$ cat src/rtl/sprite_pkg.sv
// sprite_pkg: shared types and default constants for the sprite compositor.
//   enemy_cfg_t - one enemy layer's configuration {x, y, color, alive}
//   DEF_*       - default geometry and colour constants
//   idx_width() - width of an index into n entries (minimum 1)
// The enemy_cfg_t field widths are the compositor's default coordinate and
// colour widths; instances must keep COORD_W/COLOR_W at these values.
package sprite_pkg;

  localparam int DEF_COORD_W = 10;
  localparam int DEF_COLOR_W = 24;
  localparam int DEF_SPR_W   = 32;
  localparam int DEF_SPR_H   = 32;

  localparam logic [DEF_COLOR_W-1:0] DEF_BG_COLOR     = 24'hABFFFB;
  localparam logic [DEF_COLOR_W-1:0] DEF_PLAYER_COLOR = 24'h0000FF;

  typedef struct packed {
    logic [DEF_COORD_W-1:0] x;
    logic [DEF_COORD_W-1:0] y;
    logic [DEF_COLOR_W-1:0] color;
    logic                   alive;
  } enemy_cfg_t;

  function automatic int idx_width(input int n);
    return (n > 1) ? $clog2(n) : 1;
  endfunction

endpackage

$ cat src/rtl/sprite_compositor_if.sv
// sprite_compositor_if: pixel stream, player position, enemy config port and
// composed outputs of the sprite compositor.
//   master: drives pixel_x/y, pixel_valid, frame_start, player_x/y, cfg_*;
//           receives rgb, rgb_valid, hit_mask, hit_valid
//   slave : the compositor side (mirror of master)
// Flow control: there is no valid/ready pair. pixel_valid qualifies the pixel
// each cycle, cfg_we qualifies a config write each cycle, and the compositor
// accepts every cycle unconditionally (no stall, no backpressure). rgb_valid
// and hit_valid are likewise one-cycle qualifiers with no acknowledge.
interface sprite_compositor_if
  import sprite_pkg::*;
#(
  parameter int N_ENEMIES = 3,
  parameter int COORD_W   = DEF_COORD_W,
  parameter int COLOR_W   = DEF_COLOR_W,
  parameter int IDX_W     = idx_width(N_ENEMIES)
);

  logic [COORD_W-1:0]   pixel_x;
  logic [COORD_W-1:0]   pixel_y;
  logic                 pixel_valid;
  logic                 frame_start;
  logic [COORD_W-1:0]   player_x;
  logic [COORD_W-1:0]   player_y;
  logic                 cfg_we;
  logic [IDX_W-1:0]     cfg_idx;
  logic [COORD_W-1:0]   cfg_x;
  logic [COORD_W-1:0]   cfg_y;
  logic [COLOR_W-1:0]   cfg_color;
  logic                 cfg_alive;
  logic [COLOR_W-1:0]   rgb;
  logic                 rgb_valid;
  logic [N_ENEMIES-1:0] hit_mask;
  logic                 hit_valid;

  modport master (
    output pixel_x, pixel_y, pixel_valid, frame_start, player_x, player_y,
           cfg_we, cfg_idx, cfg_x, cfg_y, cfg_color, cfg_alive,
    input  rgb, rgb_valid, hit_mask, hit_valid
  );

  modport slave (
    input  pixel_x, pixel_y, pixel_valid, frame_start, player_x, player_y,
           cfg_we, cfg_idx, cfg_x, cfg_y, cfg_color, cfg_alive,
    output rgb, rgb_valid, hit_mask, hit_valid
  );

endinterface

$ cat src/rtl/sprite_hit.sv
// sprite_hit: combinational rectangle test for one sprite layer.
//   x, y   - sprite top-left corner
//   px, py - pixel under test
//   hit    - pixel lies inside the SPR_W x SPR_H box
// The far edge is computed one bit wider than the coordinates so sprites
// near the right/bottom border clip instead of wrapping to 0.
module sprite_hit #(
  parameter int COORD_W = 10,
  parameter int SPR_W   = 32,
  parameter int SPR_H   = 32
) (
  input  logic [COORD_W-1:0] x,
  input  logic [COORD_W-1:0] y,
  input  logic [COORD_W-1:0] px,
  input  logic [COORD_W-1:0] py,
  output logic               hit
);

  localparam logic [COORD_W:0] W_EXT = (COORD_W+1)'(SPR_W);
  localparam logic [COORD_W:0] H_EXT = (COORD_W+1)'(SPR_H);

  logic [COORD_W:0] x_end;
  logic [COORD_W:0] y_end;

  assign x_end = {1'b0, x} + W_EXT;
  assign y_end = {1'b0, y} + H_EXT;

  assign hit = (px >= x) && ({1'b0, px} < x_end) &&
               (py >= y) && ({1'b0, py} < y_end);

endmodule

$ cat src/rtl/sprite_compositor.sv
// sprite_compositor: layered pixel compositor (background, player, enemies).
//   clk, rst - clock; asynchronous active-high reset
//   bus      - sprite_compositor_if.slave: pixel stream and player position in,
//              enemy config writes in, rgb/rgb_valid and hit_mask/hit_valid out
// Pipeline: stage 0 registers the pixel and commits shadow->active config on
// frame_start; stage 1 registers layer hits and the chosen colour; stage 2
// drives rgb and accumulates player/enemy collisions for the frame.
module sprite_compositor
  import sprite_pkg::*;
#(
  parameter int                N_ENEMIES    = 3,
  parameter int                COORD_W      = DEF_COORD_W,
  parameter int                COLOR_W      = DEF_COLOR_W,
  parameter int                SPR_W        = DEF_SPR_W,
  parameter int                SPR_H        = DEF_SPR_H,
  parameter logic [COLOR_W-1:0] BG_COLOR     = DEF_BG_COLOR,
  parameter logic [COLOR_W-1:0] PLAYER_COLOR = DEF_PLAYER_COLOR
) (
  input logic                clk,
  input logic                rst,
  sprite_compositor_if.slave bus
);

  // ---------------- enemy config: shadow and active banks ----------------
  enemy_cfg_t shadow [N_ENEMIES];
  enemy_cfg_t active [N_ENEMIES];
  enemy_cfg_t wr_cfg;
  logic       cfg_ok;

  assign wr_cfg = '{x: bus.cfg_x, y: bus.cfg_y, color: bus.cfg_color,
                    alive: bus.cfg_alive};
  assign cfg_ok = bus.cfg_we && (int'(bus.cfg_idx) < N_ENEMIES);

  // The commit reads shadow before a same-cycle write lands, so a write
  // coinciding with frame_start only takes effect at the following frame.
  always_ff @(posedge clk or posedge rst) begin
    if (rst) begin
      for (int i = 0; i < N_ENEMIES; i++) begin
        shadow[i] <= '0;
        active[i] <= '0;
      end
    end else begin
      if (bus.frame_start) begin
        for (int i = 0; i < N_ENEMIES; i++) active[i] <= shadow[i];
      end
      if (cfg_ok) shadow[bus.cfg_idx] <= wr_cfg;
    end
  end

  // ---------------- stage 0: pixel and player registers ----------------
  logic [COORD_W-1:0] s0_px, s0_py, s0_plx, s0_ply;
  logic               s0_valid, s0_fs;

  always_ff @(posedge clk or posedge rst) begin
    if (rst) begin
      s0_px    <= '0;
      s0_py    <= '0;
      s0_plx   <= '0;
      s0_ply   <= '0;
      s0_valid <= 1'b0;
      s0_fs    <= 1'b0;
    end else begin
      s0_px    <= bus.pixel_x;
      s0_py    <= bus.pixel_y;
      s0_plx   <= bus.player_x;
      s0_ply   <= bus.player_y;
      s0_valid <= bus.pixel_valid;
      s0_fs    <= bus.frame_start;
    end
  end

  // ---------------- layer hit tests against the active set ----------------
  logic [N_ENEMIES-1:0] e_rect, e_alive, e_hit;
  logic                 p_hit;

  for (genvar i = 0; i < N_ENEMIES; i++) begin : g_enemy
    sprite_hit #(.COORD_W(COORD_W), .SPR_W(SPR_W), .SPR_H(SPR_H)) u_hit (
      .x  (active[i].x),
      .y  (active[i].y),
      .px (s0_px),
      .py (s0_py),
      .hit(e_rect[i])
    );
    assign e_alive[i] = active[i].alive;
  end

  sprite_hit #(.COORD_W(COORD_W), .SPR_W(SPR_W), .SPR_H(SPR_H)) u_player_hit (
    .x  (s0_plx),
    .y  (s0_ply),
    .px (s0_px),
    .py (s0_py),
    .hit(p_hit)
  );

  assign e_hit = e_rect & e_alive;

  // Priority mux: ascending loop so the highest-index enemy wins, then the
  // player, then background. The colour is resolved here and carried down
  // the pipe so a later commit cannot recolour an in-flight pixel.
  logic [COLOR_W-1:0] pix_color;

  always_comb begin
    pix_color = BG_COLOR;
    if (p_hit) pix_color = PLAYER_COLOR;
    for (int i = 0; i < N_ENEMIES; i++) begin
      if (e_hit[i]) pix_color = active[i].color;
    end
  end

  // ---------------- stage 1: hits, colour, tags ----------------
  logic [N_ENEMIES-1:0] s1_ehit;
  logic                 s1_phit, s1_valid, s1_fs;
  logic [COLOR_W-1:0]   s1_color;

  always_ff @(posedge clk or posedge rst) begin
    if (rst) begin
      s1_ehit  <= '0;
      s1_phit  <= 1'b0;
      s1_valid <= 1'b0;
      s1_fs    <= 1'b0;
      s1_color <= '0;
    end else begin
      s1_ehit  <= e_hit;
      s1_phit  <= p_hit;
      s1_valid <= s0_valid;
      s1_fs    <= s0_fs;
      s1_color <= pix_color;
    end
  end

  // ---------------- stage 2: output and collision accumulation ----------------
  logic [N_ENEMIES-1:0] overlap, acc, hit_mask_q;
  logic [COLOR_W-1:0]   rgb_q;
  logic                 rgb_valid_q, hit_valid_q;

  assign overlap = s1_valid ? (s1_ehit & {N_ENEMIES{s1_phit}}) : '0;

  // A frame_start pixel reports the finished frame and seeds the new one
  // with its own overlap.
  always_ff @(posedge clk or posedge rst) begin
    if (rst) begin
      rgb_q       <= '0;
      rgb_valid_q <= 1'b0;
      hit_mask_q  <= '0;
      hit_valid_q <= 1'b0;
      acc         <= '0;
    end else begin
      rgb_q       <= s1_valid ? s1_color : '0;
      rgb_valid_q <= s1_valid;
      hit_valid_q <= s1_fs;
      if (s1_fs) begin
        hit_mask_q <= acc;
        acc        <= overlap;
      end else begin
        acc <= acc | overlap;
      end
    end
  end

  assign bus.rgb       = rgb_q;
  assign bus.rgb_valid = rgb_valid_q;
  assign bus.hit_mask  = hit_mask_q;
  assign bus.hit_valid = hit_valid_q;

endmodule

$ cat src/flat_wrapper.sv
// flat-port wrapper written by rule: the top's interface ports become plain ports
module sprite_compositor_flat import sprite_pkg::*;
#(
  parameter int                N_ENEMIES    = 3,
  parameter int                COORD_W      = DEF_COORD_W,
  parameter int                COLOR_W      = DEF_COLOR_W,
  parameter int                SPR_W        = DEF_SPR_W,
  parameter int                SPR_H        = DEF_SPR_H,
  parameter logic [COLOR_W-1:0] BG_COLOR     = DEF_BG_COLOR,
  parameter logic [COLOR_W-1:0] PLAYER_COLOR = DEF_PLAYER_COLOR
)
  (clk, rst, bus_pixel_x, bus_pixel_y, bus_pixel_valid, bus_frame_start, bus_player_x, bus_player_y, bus_cfg_we, bus_cfg_idx, bus_cfg_x, bus_cfg_y, bus_cfg_color, bus_cfg_alive, bus_rgb, bus_rgb_valid, bus_hit_mask, bus_hit_valid);
  sprite_compositor_if #(.N_ENEMIES(N_ENEMIES), .COORD_W(COORD_W), .COLOR_W(COLOR_W)) bus_i ();
  input logic clk;
  input logic rst;
  input wire logic [$bits(bus_i.pixel_x)-1:0] bus_pixel_x;
  input wire logic [$bits(bus_i.pixel_y)-1:0] bus_pixel_y;
  input wire logic [$bits(bus_i.pixel_valid)-1:0] bus_pixel_valid;
  input wire logic [$bits(bus_i.frame_start)-1:0] bus_frame_start;
  input wire logic [$bits(bus_i.player_x)-1:0] bus_player_x;
  input wire logic [$bits(bus_i.player_y)-1:0] bus_player_y;
  input wire logic [$bits(bus_i.cfg_we)-1:0] bus_cfg_we;
  input wire logic [$bits(bus_i.cfg_idx)-1:0] bus_cfg_idx;
  input wire logic [$bits(bus_i.cfg_x)-1:0] bus_cfg_x;
  input wire logic [$bits(bus_i.cfg_y)-1:0] bus_cfg_y;
  input wire logic [$bits(bus_i.cfg_color)-1:0] bus_cfg_color;
  input wire logic [$bits(bus_i.cfg_alive)-1:0] bus_cfg_alive;
  output wire logic [$bits(bus_i.rgb)-1:0] bus_rgb;
  output wire logic [$bits(bus_i.rgb_valid)-1:0] bus_rgb_valid;
  output wire logic [$bits(bus_i.hit_mask)-1:0] bus_hit_mask;
  output wire logic [$bits(bus_i.hit_valid)-1:0] bus_hit_valid;
  assign bus_i.pixel_x = bus_pixel_x;
  assign bus_i.pixel_y = bus_pixel_y;
  assign bus_i.pixel_valid = bus_pixel_valid;
  assign bus_i.frame_start = bus_frame_start;
  assign bus_i.player_x = bus_player_x;
  assign bus_i.player_y = bus_player_y;
  assign bus_i.cfg_we = bus_cfg_we;
  assign bus_i.cfg_idx = bus_cfg_idx;
  assign bus_i.cfg_x = bus_cfg_x;
  assign bus_i.cfg_y = bus_cfg_y;
  assign bus_i.cfg_color = bus_cfg_color;
  assign bus_i.cfg_alive = bus_cfg_alive;
  assign bus_rgb = bus_i.rgb;
  assign bus_rgb_valid = bus_i.rgb_valid;
  assign bus_hit_mask = bus_i.hit_mask;
  assign bus_hit_valid = bus_i.hit_valid;
  sprite_compositor #(.N_ENEMIES(N_ENEMIES), .COORD_W(COORD_W), .COLOR_W(COLOR_W), .SPR_W(SPR_W), .SPR_H(SPR_H), .BG_COLOR(BG_COLOR), .PLAYER_COLOR(PLAYER_COLOR)) u_core (.clk(clk), .rst(rst), .bus(bus_i));
endmodule
$ cat config.mk
export PLATFORM = sky130hd
export DESIGN_NAME = sprite_compositor_flat
export DESIGN_NICKNAME = d
export VERILOG_FILES = /design/src/rtl/sprite_pkg.sv /design/src/rtl/sprite_compositor_if.sv /design/src/rtl/sprite_hit.sv /design/src/rtl/sprite_compositor.sv /design/src/flat_wrapper.sv
export SDC_FILE = /design/constraint.sdc
export NUM_CORES = 1
export LEC_CHECK = 0
export CAP_MARGIN = 15
export CORE_MARGIN = 10
export CORE_UTILIZATION = 45
export DETAILED_ROUTE_END_ITERATION = 10
export PLACE_DENSITY = 0.76
export SKIP_LAST_GASP = 1
export SLEW_MARGIN = 0
export SYNTH_ARGS = -nofsm -noshare
export SYNTH_HDL_FRONTEND = slang
export SYNTH_SLANG_ARGS = --single-unit
export TNS_END_PERCENT = 5
$ cat constraint.sdc
create_clock -name clk -period 15.9 [get_ports clk]
set_clock_uncertainty 0.05 [all_clocks]
set_input_delay 3.18 -clock clk [delete_from_list [all_inputs] [get_ports clk]]
set_output_delay 3.18 -clock clk [all_outputs]
set_load 0.005 [all_outputs]
* After elaboration in Yosys (flattened, before gate mapping)
Cells that the tools add are included.
Storage, ports and cells: register bits 374, bits of input ports 92, output and inout bits 29, logic and storage cells 95
Cells by class: add/subtract/negate cells 8, order comparisons 19, multiplexer cells 10, bitwise gates (word level) 4, reduce and logical (&&, ||, !) cells 14
Operators by type and width (count):
- $bwmux W135 | 1
- $mux W24 | 5
- $demux W45 S2 | 1
- $add A10 B6 Y11 const B | 8
- $lt A10 B11 Y1 | 8
- $ge A10 B10 Y1 | 8
- $mux W45 | 1
- $logic_and A1 B1 Y1 | 14
- $and A3 B3 Y3 | 2
- $mux W3 | 2
- $ge A3 B3 Y1 const B | 1
- $lt A3 B1 Y1 const B | 1
- $not A2 Y3 | 1
- $or A3 B3 Y3 | 1
- $lt A2 B2 Y1 const B | 1

* Depth between registers and ports, before layout
word-level depth 9, mapped depth 14, gate-level depth less buffers 12

* By module
From an unflattened synthesis, not the netlist that was laid out.
Second synthesis, totals: cell total of the unflattened synthesis 1300, area total of the unflattened synthesis 17423.0 um^2
Modules (own cells, without submodules):
- sprite_compositor | times used 1, cells each 844, area an instance 13909.6 um^2, seq. area each 9359.0 um^2
- sprite_hit | times used 4, cells each 114, area an instance 878.3 um^2, seq. area each 0.0 um^2

* Worst setup path before layout
No wires, ideal clock.
kind input -> register, start point input bus_frame_start, end point register u_core.active[46] (netlist name), arrival time 4.377 ns, data required time 15.725 ns, setup slack 11.348 ns, stages on the path 4, path buffers 3, path through clkbuf_1 -> clkbuf_1 -> clkbuf_1 -> mux2_2
RTL lines:
- start: declaration | RTL line flat_wrapper.sv:19 | input wire logic [$bits(bus_i.frame_start)-1:0] bus_frame_start;
- end signal: indexed assignment | RTL line sprite_compositor.sv:40 | active[i] <= '0;
- end: declaration | RTL line sprite_compositor.sv:26 | enemy_cfg_t active [N_ENEMIES];
No word-level cell between the ends.

* Worst setup path after layout
start point input bus_frame_start, end point register u_core.active[1] (netlist name)
No word-level cell between the ends.

==> results.json <==
{
  "yosysMostFrequentCell": "dfrtp_1",
  "slowest_delay_ns": 0.90,
  "fp-row-count": 70,
  "hold_viol_final": 0,
  "synth.area.top_cells": "dfrtp_1 56%, mux2_2 14%, ha_1 9.5%",
  "finalSetupTns_ns": 0,
  "h-tree-depth": 2,
  "cp_data_required_time_ns": 16.28,
  "totalWireLength_microns": 37000,
  "viasPerCell": 5.38,
  "numCtsBuffers": 40,
  "grt_pass1_wl_microns": 60300,
  "dp_slack_ns": 10.27,
  "dr.first_iter.drc_count": 585,
  "grt_max_degree": 134,
  "maxCapViolCount": 0,
  "p_sw_frac": 0.268,
  "multi_input_area_sq_um": 6880,
  "io_pins": 121,
  "power.leakage_nw": 8.89,
  "clk_pin_slew_worst_paths_ns": 0.06,
  "synth.top_cell.area_share": 0.555,
  "cts-root-buf": "clkbuf_16",
  "power.density_nw_per_um2": 130,
  "insertion_delay_ns": 0.57,
  "yosys_warnings": 0,
  "setup_violations": 0,
  "syn_area_per_cell_sq_um": 12.4,
  "drive_gt1_frac": 0.200,
  "synth_common_cells": "374 x dfrtp_1, 206 x mux2_2, 128 x ha_1",
  "die_area_sq_um": 45600,
  "vias": 10600,
  "synth_cell_types": 56,
  "track_usage": 0.166,
  "finalNonFillerCells": 1975,
  "path_class": "in2reg",
  "arrival_ns": 5.22,
  "post-cts-setup-buffers": 0,
  "path_cells": "buf_6, buf_4, mux2_2",
  "cts_tree": "built",
  "syn-cell-area_sq_um": 16800,
  "syn2layout_area_growth_pct": 17.7,
  "ys_seq_area_frac": 0.555,
  "clockBufferDepth": 3,
  "hold_depth": 0,
  "fmaxAchievable_ghz": 0.206,
  "synthCells": 1356,
  "overflow": 0,
  "irDropWorstVdd_mv": 0.0657,
  "clkPwrFrac": 0.356,
  "async_reset_ff_frac": 1.00,
  "reg2reg_slack_ns": 11.86,
  "worstHoldStart": "u_core.s0_fs",
  "critPathMaxFanout": 116,
  "rsz0062_at_grt": "no",
  "p_seq_frac": 0.466,
  "syn_nets": 1576,
  "drv_slew": 0,
  "regArea_sq_um": 9360,
  "synth_top_cell_by_area": "dfrtp_1",
  "ys_ff_latch": 374,
  "dieHeight_microns": 214,
  "comb_power_share": 0.177,
  "coreArea_sq_um": 36800,
  "die_x_microns": 214,
  "utilization": 0.539,
  "cp_top_family": "buffers and inverters",
  "tightest_slew_ns": 1.06,
  "dpl.hpwl_microns": 24200,
  "numPlacedInstances": 1904,
  "final_nets": 1699,
  "gp_congestion": 0.845,
  "dr.pass1.iters": 5,
  "end_kind": "flip-flop",
  "hp-class": "reg2reg",
  "postRouteAntennaNets": 0,
  "port_buffers": 120,
  "ctsHoldBuffers": 0,
  "intPower_mw": 1.89,
  "hold_end": "u_core.s1_fs",
  "synth_edf_count": 0,
  "r2r_cells": 11,
  "ys.flop_type": "dfrtp_1",
  "r2r_end": "u_core.s1_color[23]",
  "fillers": 3088,
  "critPathBufInv": 2,
  "setup_ws_ns": 11.05,
  "antenna_found_initial": 8,
  "switchingPower_uw": 692,
  "rr_startpoint": "u_core.active[75]",
  "cts-resized-gates": 0,
  "period_needed_ns": 4.85,
  "grt_pass1_vias": 11200,
  "critPathSlowestCell": "buf_4",
  "period_share": 0.305,
  "start_kind": "input pin",
  "status": "finished clean",
  "avgRoutedWirePerCell_microns": 18.7,
  "route.detailed.drc": 0,
  "cts.sinks": 374,
  "slew_headroom": 0.296,
  "start_util": 0.458
}
-- cells by family after synthesis --
kind of cell,after synthesis,share of synthesized area
flops,374,0.555
simple gates,236,0.0687
compound gates,235,0.0942
mux,206,0.138
buf+inv,153,0.0365
fa+ha+maj,128,0.0950
xor+xnor,24,0.0125
-- state kept, by name (all words and copies together), names as in the netlist, 3 cells and up --
name and count:
u_core.active 135, u_core.shadow 135, u_core.bus.rgb 24, u_core.s1_color 24, u_core.s0_plx 10, u_core.s0_ply 10
u_core.s0_px 10, u_core.s0_py 10, u_core.acc 3, u_core.bus.hit_mask 3, u_core.s1_ehit 3
-- layout by cell type (no fill, tap or decap), types with 25 or more instances in the layout --
cell,n
and2_1,25
a21oi_1,35
o21ai_0,94
nand2_1,98
inv_1,100
nor2_1,27
mux2_2,206
dfrtp_1,374
ha_1,128
clkbuf_16,40
clkdlybuf4s50_1,119
-- metal layers --
metal  routed length, microns  GRT usage  share of wire
met5                       85          0         0.0023
met4                      760     0.0518          0.021
met3                     1990     0.0409          0.054
met2                    17800      0.275           0.48
met1                    16300      0.211           0.44
-- metrics by stage --
step,total power [mW],cell area (sq um),hold slack (ns)
6_report,2.58,19800,0.298
3_5_place_dp,1.68,18500,0.286
4_1_cts,2.61,19800,0.297
5_1_grt,2.72,19800,0.313
3_3_place_gp,1.65,18500,0.284
2_1_floorplan,1.53,16800,0.281
-- cell type report --
type | count | area share
clock buffers | 57 | 0.0578
clock inverters | 12 | 0.00783
flip-flops and latches | 374 | 0.472
repair buffers | 129 | 0.0651
inverters | 105 | 0.0205
diodes | 1 | 0.000126
multi-input cells | 829 | 0.347
well taps | 468 | 0.0295
-- power by group through the flow --
stage / clock [mW] / sequential (mW) / combinational (mW)
floorplan: 0 / 1.19 / 0.333
global placement: 0 / 1.21 / 0.435
detailed placement: 0 / 1.22 / 0.458
CTS: 0.943 / 1.20 / 0.463
global route: 0.976 / 1.22 / 0.520
finish: 0.920 / 1.20 / 0.459
-- how the worst max path moves through the flow --
stage                        endpoint  depth (start not counted)             from
finish               u_core.active[1]                          3  bus_frame_start
global route         u_core.active[2]                          3              rst
CTS                 u_core.active[71]                          3              rst
detailed placement  u_core.active[28]                          3              rst
global placement    u_core.active[27]                          3              rst
floorplan               u_core.acc[0]                          1              rst
(Power assumes the default switching activity.)
